### src/rtl/cic_decim_ctrl_if.sv
// Input and output sample handshakes of the CIC decimation controller.
interface cic_decim_ctrl_if;
  logic in_valid;
  logic in_ready;
  logic out_valid;
  logic out_ready;

  modport master (output in_valid, input in_ready, input out_valid, output out_ready);
  modport slave  (input in_valid, output in_ready, output out_valid, input out_ready);
endinterface

### src/rtl/cic_decim_ctrl.sv
// Sequencer for a CIC decimator: integrator strobes, every-R-th token through a
// backpressured comb pipeline, run/drain control and sticky integrator overflow.
module cic_decim_ctrl #(
  parameter int RATE_W   = 8,
  parameter int N_STAGES = 3
) (
  input  logic                clk,
  input  logic                rst,
  cic_decim_ctrl_if.slave     hs,
  input  logic [RATE_W-1:0]   cfg_ratio,
  input  logic                cfg_load,
  input  logic                stop,
  output logic                integ_en,
  input  logic [N_STAGES-1:0] integ_ovf,
  output logic [N_STAGES-1:0] comb_en,
  output logic                dp_clr,
  output logic                ovf_sticky,
  input  logic                clr_ovf,
  output logic                cfg_err,
  output logic                busy
);

  typedef enum logic [1:0] {ST_IDLE, ST_RUN, ST_DRAIN} state_e;

  state_e              state_q, state_d;
  logic [RATE_W-1:0]   ratio_q, ratio_d;
  logic [RATE_W-1:0]   cnt_q, cnt_d;
  logic                pend_q, pend_d;
  logic [N_STAGES-1:0] v_q, v_d;
  logic                ovf_q, ovf_d;
  logic                dp_clr_q, dp_clr_d;
  logic                cfg_err_q, cfg_err_d;

  logic [N_STAGES:0]   comb_en_c;
  logic                s0_free;
  logic                in_ready_c;
  logic                accept;
  logic                dec_accept;

  // Enable chain resolved from the output backwards so a released out_ready
  // ripples through every stage within the same cycle.
  always_comb begin : comb_chain
    logic [N_STAGES:0] e;
    e = '0;
    e[N_STAGES] = hs.out_ready;
    for (int i = N_STAGES - 1; i >= 1; i--) begin
      e[i] = v_q[i-1] && (!v_q[i] || e[i+1]);
    end
    s0_free   = !v_q[0] || e[1];
    e[0]      = pend_q && s0_free;
    comb_en_c = e;
  end

  always_comb begin
    state_d   = state_q;
    ratio_d   = ratio_q;
    cnt_d     = cnt_q;
    pend_d    = pend_q;
    v_d       = v_q;
    dp_clr_d  = 1'b0;
    cfg_err_d = 1'b0;

    // Integrators are held off while the clear pulse is in flight.
    in_ready_c = (state_q == ST_RUN) && !dp_clr_q && (!pend_q || s0_free);
    accept     = hs.in_valid && in_ready_c;
    dec_accept = accept && (cnt_q == ratio_q - RATE_W'(1));

    if (accept) begin
      cnt_d = dec_accept ? '0 : cnt_q + RATE_W'(1);
    end

    if (comb_en_c[0]) begin
      pend_d = dec_accept;
    end else if (dec_accept) begin
      pend_d = 1'b1;
    end

    for (int i = 0; i < N_STAGES; i++) begin
      if (comb_en_c[i]) begin
        v_d[i] = 1'b1;
      end else if (comb_en_c[i+1]) begin
        v_d[i] = 1'b0;
      end
    end

    unique case (state_q)
      ST_IDLE: begin
        if (cfg_load) begin
          if (cfg_ratio != '0) begin
            ratio_d  = cfg_ratio;
            cnt_d    = '0;
            pend_d   = 1'b0;
            dp_clr_d = 1'b1;
            state_d  = ST_RUN;
          end else begin
            cfg_err_d = 1'b1;
          end
        end
      end
      ST_RUN: begin
        if (stop) begin
          state_d = ST_DRAIN;
        end
      end
      ST_DRAIN: begin
        if (!pend_q && (v_q == '0)) begin
          state_d = ST_IDLE;
          cnt_d   = '0;
        end
      end
      default: state_d = ST_IDLE;
    endcase

    if ((|integ_ovf) && (state_q != ST_IDLE)) begin
      ovf_d = 1'b1;
    end else if (clr_ovf) begin
      ovf_d = 1'b0;
    end else begin
      ovf_d = ovf_q;
    end
  end

  always_ff @(posedge clk or posedge rst) begin
    if (rst) begin
      state_q   <= ST_IDLE;
      ratio_q   <= RATE_W'(1);
      cnt_q     <= '0;
      pend_q    <= 1'b0;
      v_q       <= '0;
      ovf_q     <= 1'b0;
      dp_clr_q  <= 1'b0;
      cfg_err_q <= 1'b0;
    end else begin
      state_q   <= state_d;
      ratio_q   <= ratio_d;
      cnt_q     <= cnt_d;
      pend_q    <= pend_d;
      v_q       <= v_d;
      ovf_q     <= ovf_d;
      dp_clr_q  <= dp_clr_d;
      cfg_err_q <= cfg_err_d;
    end
  end

  assign hs.in_ready  = in_ready_c;
  assign hs.out_valid = v_q[N_STAGES-1];
  assign integ_en     = accept;
  assign comb_en      = comb_en_c[N_STAGES-1:0];
  assign dp_clr       = dp_clr_q;
  assign cfg_err      = cfg_err_q;
  assign ovf_sticky   = ovf_q;
  assign busy         = (state_q != ST_IDLE);

endmodule
### src/flat_wrapper.sv
// flat-port wrapper written by rule: the top's interface ports become plain ports
module cic_decim_ctrl_flat 
#(
  parameter int RATE_W   = 8,
  parameter int N_STAGES = 3
)
  (clk, rst, cfg_ratio, cfg_load, stop, integ_en, integ_ovf, comb_en, dp_clr, ovf_sticky, clr_ovf, cfg_err, busy, hs_in_valid, hs_in_ready, hs_out_valid, hs_out_ready);
  cic_decim_ctrl_if hs_i ();
  input  logic clk;
  input  logic rst;
  input  logic [RATE_W-1:0] cfg_ratio;
  input  logic cfg_load;
  input  logic stop;
  output logic integ_en;
  input  logic [N_STAGES-1:0] integ_ovf;
  output logic [N_STAGES-1:0] comb_en;
  output logic dp_clr;
  output logic ovf_sticky;
  input  logic clr_ovf;
  output logic cfg_err;
  output logic busy;
  input wire logic [$bits(hs_i.in_valid)-1:0] hs_in_valid;
  output wire logic [$bits(hs_i.in_ready)-1:0] hs_in_ready;
  output wire logic [$bits(hs_i.out_valid)-1:0] hs_out_valid;
  input wire logic [$bits(hs_i.out_ready)-1:0] hs_out_ready;
  assign hs_i.in_valid = hs_in_valid;
  assign hs_in_ready = hs_i.in_ready;
  assign hs_out_valid = hs_i.out_valid;
  assign hs_i.out_ready = hs_out_ready;
  cic_decim_ctrl #(.RATE_W(RATE_W), .N_STAGES(N_STAGES)) u_core (.clk(clk), .rst(rst), .hs(hs_i), .cfg_ratio(cfg_ratio), .cfg_load(cfg_load), .stop(stop), .integ_en(integ_en), .integ_ovf(integ_ovf), .comb_en(comb_en), .dp_clr(dp_clr), .ovf_sticky(ovf_sticky), .clr_ovf(clr_ovf), .cfg_err(cfg_err), .busy(busy));
endmodule
### config.mk
export PLATFORM = sky130hd
export DESIGN_NAME = cic_decim_ctrl_flat
export DESIGN_NICKNAME = d
export VERILOG_FILES = /design/src/rtl/cic_decim_ctrl_if.sv /design/src/rtl/cic_decim_ctrl.sv /design/src/flat_wrapper.sv
export SDC_FILE = /design/constraint.sdc
export NUM_CORES = 1
export LEC_CHECK = 0
export BUFFER_PORTS_ARGS = -buffer_cell sky130_fd_sc_hd__buf_4
export CAP_MARGIN = 10
export CELL_PAD_IN_SITES_DETAIL_PLACEMENT = 2
export CELL_PAD_IN_SITES_GLOBAL_PLACEMENT = 2
export CORE_MARGIN = 4
export CORE_UTILIZATION = 37
export CTS_CLUSTER_SIZE = 24
export DETAILED_ROUTE_END_ITERATION = 6
export GPL_TIMING_DRIVEN = 0
export PLACE_DENSITY = 0.87
export SYNTH_ARGS = -nofsm -noshare
export SYNTH_HDL_FRONTEND = slang
export SYNTH_SLANG_ARGS = --single-unit
### constraint.sdc
create_clock -name clk -period 4.4 [get_ports clk]
set_clock_uncertainty 0.1 [all_clocks]
set_input_delay 0.22 -clock clk [delete_from_list [all_inputs] [get_ports clk]]
set_output_delay 0.22 -clock clk [all_outputs]
set_load 0.05 [all_outputs]
==> flow_metrics.tcl, run 1 <==
set metrics [dict create \
    seqPwrFrac_pct 40.5 \
    antenna_found_initial 0 \
    r2r_setup_slack_ns 1.95 \
    power_leakage_nw 0.831 \
    netlist-cell-type-count 48 \
    cp-startpoint "u_core.ratio_q[0]" \
    layout_commonest_cell "buf_4" \
    start_kind "register" \
    critPathMaxFanout 8 \
    tns_ns 0 \
    place_congestion 0.784 \
    critPathBufInv 3 \
    power_frac_clock_pct 15.9 \
    timing.slew.headroom_pct 32.2 \
    dieHeight_um 71.8 \
    coreArea_mm2 0.00380 \
    regArea_um2 627 \
    sw_frac_of_total_pct 41.5 \
    nNetsFinal 196 \
    min_period_ns 2.45 \
    clk_latency_ns 0.27 \
    utilization_pct 47.7 \
    slew_violations 0 \
    drive_gt1_share_pct 29.7 \
    hold_slack_ns 0.0340 \
    io_pins 28 \
    final_antenna_net_count 0 \
    synthesis.area_mm2 0.00151 \
    fillers 420 \
    worstPathCellList "inv_1, ha_1, buf_6, nor2b_1, or3_1, a311oi_2, and2_4, buf_6, a211oi_1" \
    max_stage_delay_ns 0.58 \
    area_growth_pct 20.4 \
    drt-total-wl_mm 4.31 \
    yosysSeqAreaShare_pct 41.6 \
    ff2ff_path_depth 9 \
    holdBufCountCts 0 \
    cts_sinks 25 \
    rsz0062_at_grt "false" \
    end_kind "register" \
    clock-root-buffer "clkbuf_8" \
    path_class "register to register" \
    synthArstFlopShare_pct 100 \
    grt_overflow 0 \
    cts_buffers 3 \
    synth_ff_type "dfrtp_1" \
    cts_tree "done" \
    ys_seq_elements 25 \
    grt_pass1_wl_mm 7.48 \
    dr.pass1.iters 4 \
    port_buffers 27 \
    cp_data_required_time_ns 4.42 \
    cap_violations 0 \
    p_comb_share_pct 43.6 \
    switching_power_mw 0.366 \
    synth_edf_count 0 \
    cp_common_cell "buf_6" \
    synth_warnings 0 \
    syn_inst 144 \
    hold_violations 0 \
    dr_total_vias 1242 \
    finalSetupViolCount 0 \
    outcome "complete, no violations" \
    clk_pin_slew_ns 0.09 \
    grt_max_degree 26 \
    syn-num-nets 164 \
    preCtsSetupSlack_ns 1.97 \
    stdcell_area_mm2 0.00181 \
    syn_area_per_cell_um2 10.5 \
    placed_area_mm2 0.00177 \
    post_cts_buffers 0 \
    grt_pass1_vias 1476 \
    cp_num_cells 9 \
    multiInputGateArea_um2 791 \
    cpMaxStageDelayCell "dfstp_2" \
    most-common-layout-cells "buf_4 (28), dfrtp_1 (24), inv_1 (10), nand2_1 (9), a211oi_1 (9)" \
    finalPower_mw 0.883 \
    instances_no_fill 223 \
    htree_levels 1 \
    vias_per_cell 5.57 \
    fmax_mhz 407 \
    whs_path_depth 2 \
    antennaDiodeCount 0 \
    intPower_mw 0.517 \
    p_per_area_mw_per_mm2 487 \
    gr-usage-all-layers_pct 18.5 \
    ir_worst_vdd_mv 0.121 \
    die_x_um 71.8 \
    fp.dieArea_mm2 0.00515 \
    dpl.hpwl_mm 3.30 \
    placedCellCount 219 \
    path_delay_family "simple AND/OR/NAND/NOR gates" \
    start_util_pct 39.6 \
    drtIter0Drc 54 \
    worst_pin_slew_ns 1.02 \
    clockBufferDepth 2 \
    fp-row-count 22 \
    hold_class "input pin to register" \
    endpoint "u_core.cnt_q[7]" \
    wl_per_cell_um 19.3 \
    drt_drc_violations_left 0 \
    rr_endpoint "u_core.cnt_q[7]" \
    setup_ws_ns 1.95 \
    timing.rr.start "u_core.ratio_q[0]" \
    cts.repair.resized 0 \
    post-route-period-util_pct 55.8 \
    arrival_ns 2.48 \
]
registers in the layout, summed over array words and instances, names as in the netlist:
signal / cells
u_core.cfg_err: 1
u_core.state_q: 2
u_core.pend_q: 1
u_core.v_q: 3
u_core.ovf_sticky: 1
u_core.dp_clr: 1
u_core.cnt_q: 8
u_core.ratio_q: 8
layer usage:
metal | share of wire, % | wire, um | vias to the layer above | global-route usage (%)
li1 | - | - | 569 | -
met1 | 42 | 1800 | 648 | 22.4
met2 | 55 | 2360 | 19 | 34.4
met3 | 2.5 | 106 | 6 | 2.52
met4 | 0.91 | 39 | 0 | 3.97
met5 | 0 | 0 | - | 0
cells by family (layout without fill, tap and decap cells):
family                   Yosys count  after routing  synth area share (%)
XOR/XNOR                          15             15                  8.73
AO/OA/AOI/OAI                     28             28                  15.5
adder cells (fa/ha/maj)            2              2                  1.66
flip-flops                        25             25                  41.6
multiplexers                       9              9                  6.57
AND/OR/NAND/NOR                   49             49                  20.0
buffers and inverters             16             47                  5.82
cell usage after synthesis, types with 2 or more instances:
library cell / count / area [um2]
inv_1: 10 / 37.5
a21o_1: 2 / 15.0
dfrtp_1: 24 / 601
nand2b_1: 4 / 25.0
mux2i_1: 2 / 20.0
nor2_1: 3 / 11.3
o22ai_1: 2 / 12.5
nand2_1: 9 / 33.8
xnor2_1: 8 / 70.1
buf_6: 3 / 33.8
and2_4: 2 / 17.5
nor2b_1: 5 / 31.3
a211oi_1: 9 / 67.6
nor4_1: 3 / 18.8
and3_1: 4 / 25.0
xor2_1: 7 / 61.3
nor3_1: 4 / 20.0
o21ai_0: 4 / 20.0
ha_1: 2 / 25.0
nand4_1: 2 / 12.5
mux2_2: 7 / 78.8
and2_1: 2 / 12.5
worst register-to-register path, cell delays in order (launching register included):
cell and delay, ns:
dfstp_2 0.58, inv_1 0.06, ha_1 0.20, buf_6 0.14
nor2b_1 0.13, or3_1 0.36, a311oi_2 0.33, and2_4 0.20
buf_6 0.12, a211oi_1 0.08
cell type report:
type | count | area share (%)
inverter | 10 | 2.07
multi-input combinational | 103 | 43.6
tap | 48 | 3.31
buffer | 6 | 2.76
timing repair buffer | 27 | 11.2
clock buffer | 4 | 2.48
sequential | 25 | 34.6
power by group through the flow:
stage,logic (mW),registers [mW],clock network [mW]
after floorplan,0.272,0.357,0
after global placement,0.360,0.355,0
final,0.385,0.358,0.140
after detailed placement,0.386,0.362,0
after global routing,0.423,0.371,0.157
after CTS,0.388,0.358,0.149
worst min path at each step:
| stage | startpoint | end | slack (ns) |
|---|---|---|---|
| final | stop | u_core.state_q[0] | 0.03 |
| after global placement | stop | u_core.state_q[0] | 0.31 |
| after floorplan | rst | u_core.cfg_err | 0.15 |
| after CTS | stop | u_core.state_q[0] | 0.02 |
| after detailed placement | stop | u_core.state_q[0] | 0.32 |
| after global routing | stop | u_core.state_q[0] | 0.02 |
Note: power is estimated with default switching activity, not from simulation.
==> run 2, diff against run 1 <==
--- a/config.mk
+++ b/config.mk
@@ -10,11 +10,11 @@
 export CELL_PAD_IN_SITES_DETAIL_PLACEMENT = 2
 export CELL_PAD_IN_SITES_GLOBAL_PLACEMENT = 2
 export CORE_MARGIN = 4
-export CORE_UTILIZATION = 37
+export CORE_UTILIZATION = 35
 export CTS_CLUSTER_SIZE = 24
 export DETAILED_ROUTE_END_ITERATION = 6
 export GPL_TIMING_DRIVEN = 0
-export PLACE_DENSITY = 0.87
+export PLACE_DENSITY = 0.83
 export SYNTH_ARGS = -nofsm -noshare
 export SYNTH_HDL_FRONTEND = slang
 export SYNTH_SLANG_ARGS = --single-unit
==> constraint.sdc (replaced) <==
create_clock -name clk -period 2.6 [get_ports clk]
set_clock_uncertainty 0.1 [all_clocks]
set_input_delay 0.13 -clock clk [delete_from_list [all_inputs] [get_ports clk]]
set_output_delay 0.13 -clock clk [all_outputs]
set_load 0.05 [all_outputs]
==> run 2 against run 1 <==
  * The flow now finishes with violations (negative hold slack)
  * Largest power group unchanged
  * Highest routed layer unchanged
  * Global-route usage increased by 0.13 points
  * Clock power increased by 69%
  * Final cell count increased by 4.0%
  * Non-clock buffer count increased by 7
  * First-iteration DRC count decreased by 59%
  * Worst hold slack got worse by 0.040 ns
  * Clock-buffer cell count unchanged
  * Largest cell class unchanged
==> flow_metrics.tcl, run 2 (same netlist as run 1, synthesis figures left out) <==
set metrics [dict create \
    outcome "finished, violations left" \
    violations "negative hold slack" \
    htree_levels 1 \
    seqPwrFrac_pct 40.5 \
    wl_met3_um 101 \
    cp_data_required_time_ns 2.61 \
    wl_met1_mm 1.80 \
    ir_worst_vdd_mv 0.284 \
    hold_slack_ns -0.00587 \
    start_kind "register" \
    final_antenna_net_count 0 \
    io_pins 28 \
    timing.slew.headroom_pct 32.8 \
    tns_ns 0 \
    clk_latency_ns 0.27 \
    most-common-layout-cells "buf_4 (28), dfrtp_1 (24), inv_1 (10), nand2_1 (9), a211oi_1 (9)" \
    area_growth_pct 25.3 \
    finalPower_mw 1.50 \
    antennaDiodeCount 0 \
    clk_pin_slew_ns 0.09 \
    switching_power_mw 0.619 \
    top_regs "u_core.cnt_q (8), u_core.ratio_q (8), u_core.v_q (3)" \
    sw_frac_of_total_pct 41.3 \
    drtIter0Drc 22 \
    nNetsFinal 203 \
    post-route-period-util_pct 93.3 \
    grt_pass1_vias 1416 \
    p_comb_share_pct 43.7 \
    cts_buffers 3 \
    power_leakage_nw 0.860 \
    port_buffers 27 \
    worst_pin_slew_ns 1.01 \
    arrival_ns 2.44 \
    cap_violations 0 \
    fmax_mhz 412 \
    wl_met2_mm 2.45 \
    coreArea_mm2 0.00409 \
    gr-usage-all-layers_pct 18.6 \
    layout_commonest_cell "buf_4" \
    cts_tree "done" \
    grt_pass1_wl_mm 7.54 \
    clock-root-buffer "clkbuf_8" \
    finalSetupViolCount 0 \
    grt_overflow 0 \
    dr_total_vias 1225 \
    hold_violations 12 \
    clockBufferDepth 2 \
    grt_max_degree 26 \
    p_per_area_mw_per_mm2 796 \
    dieHeight_um 73.6 \
    dpl.hpwl_mm 3.28 \
    drt_drc_violations_left 0 \
    vias_per_cell 5.28 \
    hold_class "input pin to async pin" \
    place_congestion 0.725 \
    slew_violations 0 \
    post_cts_buffers 0 \
    drive_gt1_share_pct 28.6 \
    antenna_found_initial 0 \
    path_class "register to register" \
    rsz0062_at_grt "false" \
    fp.dieArea_mm2 0.00541 \
    wl_per_cell_um 18.9 \
    intPower_mw 0.881 \
    start_util_pct 36.8 \
    min_period_ns 2.42 \
    cts.repair.resized 0 \
    die_x_um 73.6 \
    maxUsedRoutingLayer "met4" \
    fp-row-count 23 \
    power_frac_clock_pct 15.7 \
    critPathMaxFanout 8 \
    drt-total-wl_mm 4.39 \
    cts_sinks 25 \
    end_kind "register" \
    dr.pass1.iters 4 \
]
==> run 2: changes by cell type in the layout (fill, tap and decap cells not counted), sizes merged <==
cell / delta
dlygate4sd3: +7
==> run 2: stage by stage <==
step	instance area, um2	utilization (%)	instances	setup slack, ns
6_report	1890	46.1	232	0.175
5_1_grt	1890	46.1	232	0.0171
4_1_cts	1890	46.1	232	0.0905
3_5_place_dp	1770	43.3	221	0.139
3_3_place_gp	1770	43.3	221	0.198
2_1_floorplan	1510	-	144	0.122
==> run 2: path summary, 6_finish.rpt <==
check | start | to | slack, ns | depth (start not counted)
max | u_core.ratio_q[0] | u_core.cnt_q[6] | 0.18 | 9
min | rst | u_core.cfg_err | -0.006 | 2
max reg2reg | u_core.ratio_q[0] | u_core.cnt_q[6] | 0.18 | 9
min reg2reg | u_core.v_q[0] | u_core.v_q[1] | 0.44 | 1
max in group asynchronous | rst | u_core.cnt_q[2] | 1.79 | 2
min in group clk | cfg_ratio[4] | u_core.ratio_q[4] | 0.01 | 2
==> run 2: layout make-up <==
type	count	area [um2]
Tap cell	50	62.6
Inverter	10	37.5
Sequential cell	25	627
Multi-Input combinational cell	103	791
Clock buffer	4	45.0
Timing Repair Buffer	34	273
Fill cell	442	2200
Buffer	6	50.0
==> run 2: per-layer routing <==
layer,vias to the layer above,global-route usage [%]
met3,4,3.83
met5,-,0
met2,14,34.3
li1,585,-
met1,622,22.3
met4,0,3.22
==> run 2: critical path: stages (launching register included) <==
cell and delay [ns]:
dfstp_2 0.59, inv_1 0.07, ha_1 0.20, buf_6 0.13
nor2b_1 0.13, or3_1 0.37, a311oi_2 0.26, and2_4 0.19
buf_6 0.13, a211oi_1 0.10
==> run 2: power by group through the flow <==
stage / Sequential (mW) / Clock, mW / Combinational [mW]
2_1_floorplan: 0.604 / 0 / 0.460
3_3_place_gp: 0.602 / 0 / 0.615
3_5_place_dp: 0.613 / 0 / 0.653
4_1_cts: 0.607 / 0.247 / 0.667
5_1_grt: 0.629 / 0.266 / 0.723
6_report: 0.608 / 0.236 / 0.656
==> run 2: timing repair <==
action	CTS	global route
setup endpoints to repair	0	2
endpoints found under the hold margin	7	0
hold buffers	7	0
==> run 3, diff against run 2 <==
--- a/config.mk
+++ b/config.mk
@@ -5,16 +5,17 @@
 export SDC_FILE = /design/constraint.sdc
 export NUM_CORES = 1
 export LEC_CHECK = 0
+export ABC_AREA = 1
 export BUFFER_PORTS_ARGS = -buffer_cell sky130_fd_sc_hd__buf_4
 export CAP_MARGIN = 10
 export CELL_PAD_IN_SITES_DETAIL_PLACEMENT = 2
 export CELL_PAD_IN_SITES_GLOBAL_PLACEMENT = 2
 export CORE_MARGIN = 4
-export CORE_UTILIZATION = 35
+export CORE_UTILIZATION = 31
 export CTS_CLUSTER_SIZE = 24
 export DETAILED_ROUTE_END_ITERATION = 6
 export GPL_TIMING_DRIVEN = 0
-export PLACE_DENSITY = 0.83
+export PLACE_DENSITY_LB_ADDON = 0.1
 export SYNTH_ARGS = -nofsm -noshare
 export SYNTH_HDL_FRONTEND = slang
 export SYNTH_SLANG_ARGS = --single-unit
==> run 3 against run 2 <==
  * The flow now finishes without violations
  * Critical path depth is 2 higher
  * First-iteration DRC count is 140% higher
  * Power is 6.5% higher
  * Clock-buffer cell count is 1 lower
  * Via count is 24% higher
  * Sequential share of layout area is 1.9 points lower
  * Maximum frequency is 17% higher
  * Combinational power is 22% higher
  * Clock power is 2% higher
  * Core utilization is 4.3 points lower
==> flow_metrics.tcl, run 3 <==
set metrics [dict create \
    placed_area_mm2 0.00185 \
    post-route-period-util_pct 80.0 \
    yosysSeqAreaShare_pct 40.2 \
    gr-usage-all-layers_pct 18.3 \
    slew_violations 0 \
    syn_inst 211 \
    finalSetupViolCount 0 \
    rsz0062_at_grt "false" \
    cp_data_required_time_ns 2.67 \
    clk_latency_ns 0.27 \
    cp_common_cell "nor2_1" \
    io_pins 28 \
    path_class "register to register" \
    drt-total-wl_mm 4.82 \
    gr-usage-met3_pct 3.29 \
    tns_ns 0 \
    grt_overflow 0 \
    clockBufferDepth 2 \
    clk_pin_slew_ns 0.09 \
    holdBufCountCts 11 \
    path_delay_family "simple AND/OR/NAND/NOR gates" \
    cpMaxStageDelayCell "dfstp_2" \
    final_antenna_net_count 0 \
    antennaDiodeCount 0 \
    hold_class "input pin to async pin" \
    rr_endpoint "u_core.cnt_q[3]" \
    dpl.hpwl_mm 3.83 \
    port_buffers 27 \
    cap_violations 0 \
    synth_area_leaders "dfrtp_1 (39%), nand2_1 (15%), inv_1 (7.9%)" \
    synth_warnings 0 \
    hold_violations 0 \
    yosysTopAreaCellShare_pct 38.5 \
    start_util_pct 32.6 \
    htree_levels 1 \
    wl_per_cell_um 15.1 \
    ff2ff_path_depth 11 \
    drtIter0Drc 53 \
    area_growth_pct 28.4 \
    max_stage_delay_ns 0.54 \
    worst_pin_slew_ns 1.03 \
    antenna_found_initial 0 \
    die_x_um 78.9 \
    most-common-layout-cells "nand2_1 (62), inv_1 (33), buf_4 (27), dfrtp_1 (24), nor2_1 (23)" \
    yosys.area.top_type "dfrtp_1" \
    p_per_area_mw_per_mm2 798 \
    dr_total_vias 1522 \
    fp-row-count 25 \
    synthArstFlopShare_pct 100 \
    drt_drc_violations_left 0 \
    vias_per_cell 4.76 \
    nNetsFinal 274 \
    grt_pass1_wl_mm 9.08 \
    grt_max_degree 26 \
    worstPathCellList "inv_1, ha_1, inv_1, nand2_1, nand4_1, nor2_1, nand3_1, nor2_1, nand2_2, nand2_1, nor2_1" \
    fillers 562 \
    synth_common_cells "nand2_1 (62), inv_1 (33), dfrtp_1 (24)" \
    met1_usage_pct 22.4 \
    power_leakage_nw 1.05 \
    outcome "complete, no violations" \
    fp.dieArea_mm2 0.00623 \
    met2_usage_pct 33.7 \
    critPathBufInv 2 \
    post_cts_buffers 0 \
    ir_worst_vdd_mv 0.435 \
    cts.repair.resized 0 \
    dieHeight_um 78.9 \
    synthesis.area_mm2 0.00156 \
    syn-num-nets 231 \
    timing.slew.headroom_pct 31.0 \
    syn_area_per_cell_um2 7.39 \
    timing.rr.start "u_core.ratio_q[0]" \
    critPathMaxFanout 6 \
    grt_busiest_layer "met2" \
    drive_gt1_share_pct 20.2 \
    grt_pass1_vias 1792 \
    dr.pass1.iters 4 \
    place_congestion 0.802 \
    synth_edf_count 0 \
    layout_commonest_cell "nand2_1" \
    cts_sinks 25 \
    end_kind "register" \
    min_period_ns 2.08 \
    clock-root-buffer "clkbuf_8" \
    fmax_mhz 481 \
    cts_tree "done" \
    cp-startpoint "u_core.ratio_q[0]" \
    synth_ff_type "dfrtp_1" \
    ys_seq_elements 25 \
    cts_buffers 3 \
    yosysMostFrequentCell "nand2_1" \
    coreArea_mm2 0.00479 \
    arrival_ns 2.15 \
    start_kind "register" \
    top_regs "u_core.cnt_q (8), u_core.ratio_q (8), u_core.v_q (3)" \
    stdcell_area_mm2 0.00200 \
    netlist-cell-type-count 31 \
    r2r_setup_slack_ns 0.52 \
]
## run 3: cell types whose count changed after synthesis, moves of 6 or more
cell	delta
o21ai_0	+10
nor2_1	+20
mux2_2	-7
nand2_1	+53
xnor2_1	-6
nand3_1	+14
inv_1	+23
a211oi_1	-9
## run 3: per-layer routing
metal	wire, um	up-vias
li1	-	748
met1	2090	752
met2	2570	18
met3	125	4
met4	31	0
met5	0	-
## run 3: worst max-delay path by stage
stage                      endpoint  depth (start not counted)
finish              u_core.cnt_q[3]                         11
global route        u_core.cnt_q[3]                         12
CTS                 u_core.cnt_q[3]                         11
detailed placement  u_core.cnt_q[3]                         11
global placement    u_core.cnt_q[7]                         11
floorplan           u_core.cnt_q[2]                         10
## run 3: cell families after synthesis
kind of cell	share of synthesized area [%]
adder cells (fa/ha/maj)	1.60
AO/OA/AOI/OAI	7.86
buffers and inverters	9.87
XOR/XNOR	2.81
AND/OR/NAND/NOR	37.6
flip-flops	40.2
## run 3: metrics by stage
step | util [%] | hold slack, ns | total power, mW | cells | setup slack [ns]
2_1_floorplan | - | 0.0566 | 1.11 | 211 | 0.767
3_3_place_gp | 38.6 | 0.224 | 1.28 | 305 | 0.663
3_5_place_dp | 38.6 | 0.234 | 1.35 | 305 | 0.553
4_1_cts | 41.8 | 0.000830 | 1.62 | 320 | 0.506
5_1_grt | 41.8 | 0.0169 | 1.77 | 320 | 0.312
6_report | 41.8 | 0.00141 | 1.60 | 320 | 0.521
## run 3: power by group
part           internal [mW]  switching, mW  leakage [nW]
clock network          0.108          0.134        0.0255
registers              0.478         0.0805         0.327
logic                  0.286          0.513         0.695
## run 3: final cells by class
type | count | area (um2) | area share (%)
Multi-Input combinational cell | 150 | 778 | 38.9
Sequential cell | 25 | 627 | 31.3
Timing Repair Buffer | 38 | 313 | 15.6
Inverter | 34 | 128 | 6.37
Tap cell | 67 | 83.8 | 4.19
Clock buffer | 3 | 41.3 | 2.06
Buffer | 2 | 26.3 | 1.31
Clock inverter | 1 | 5.00 | 0.250
## run 3: worst register-to-register path: cells and delay by family (launching register included)
| family | cells | cell delay (ns) |
|---|---|---|
| fa+ha+maj | 1 | 0.37 |
| buf+inv | 2 | 0.17 |
| flops | 1 | 0.54 |
| simple gates | 8 | 0.80 |
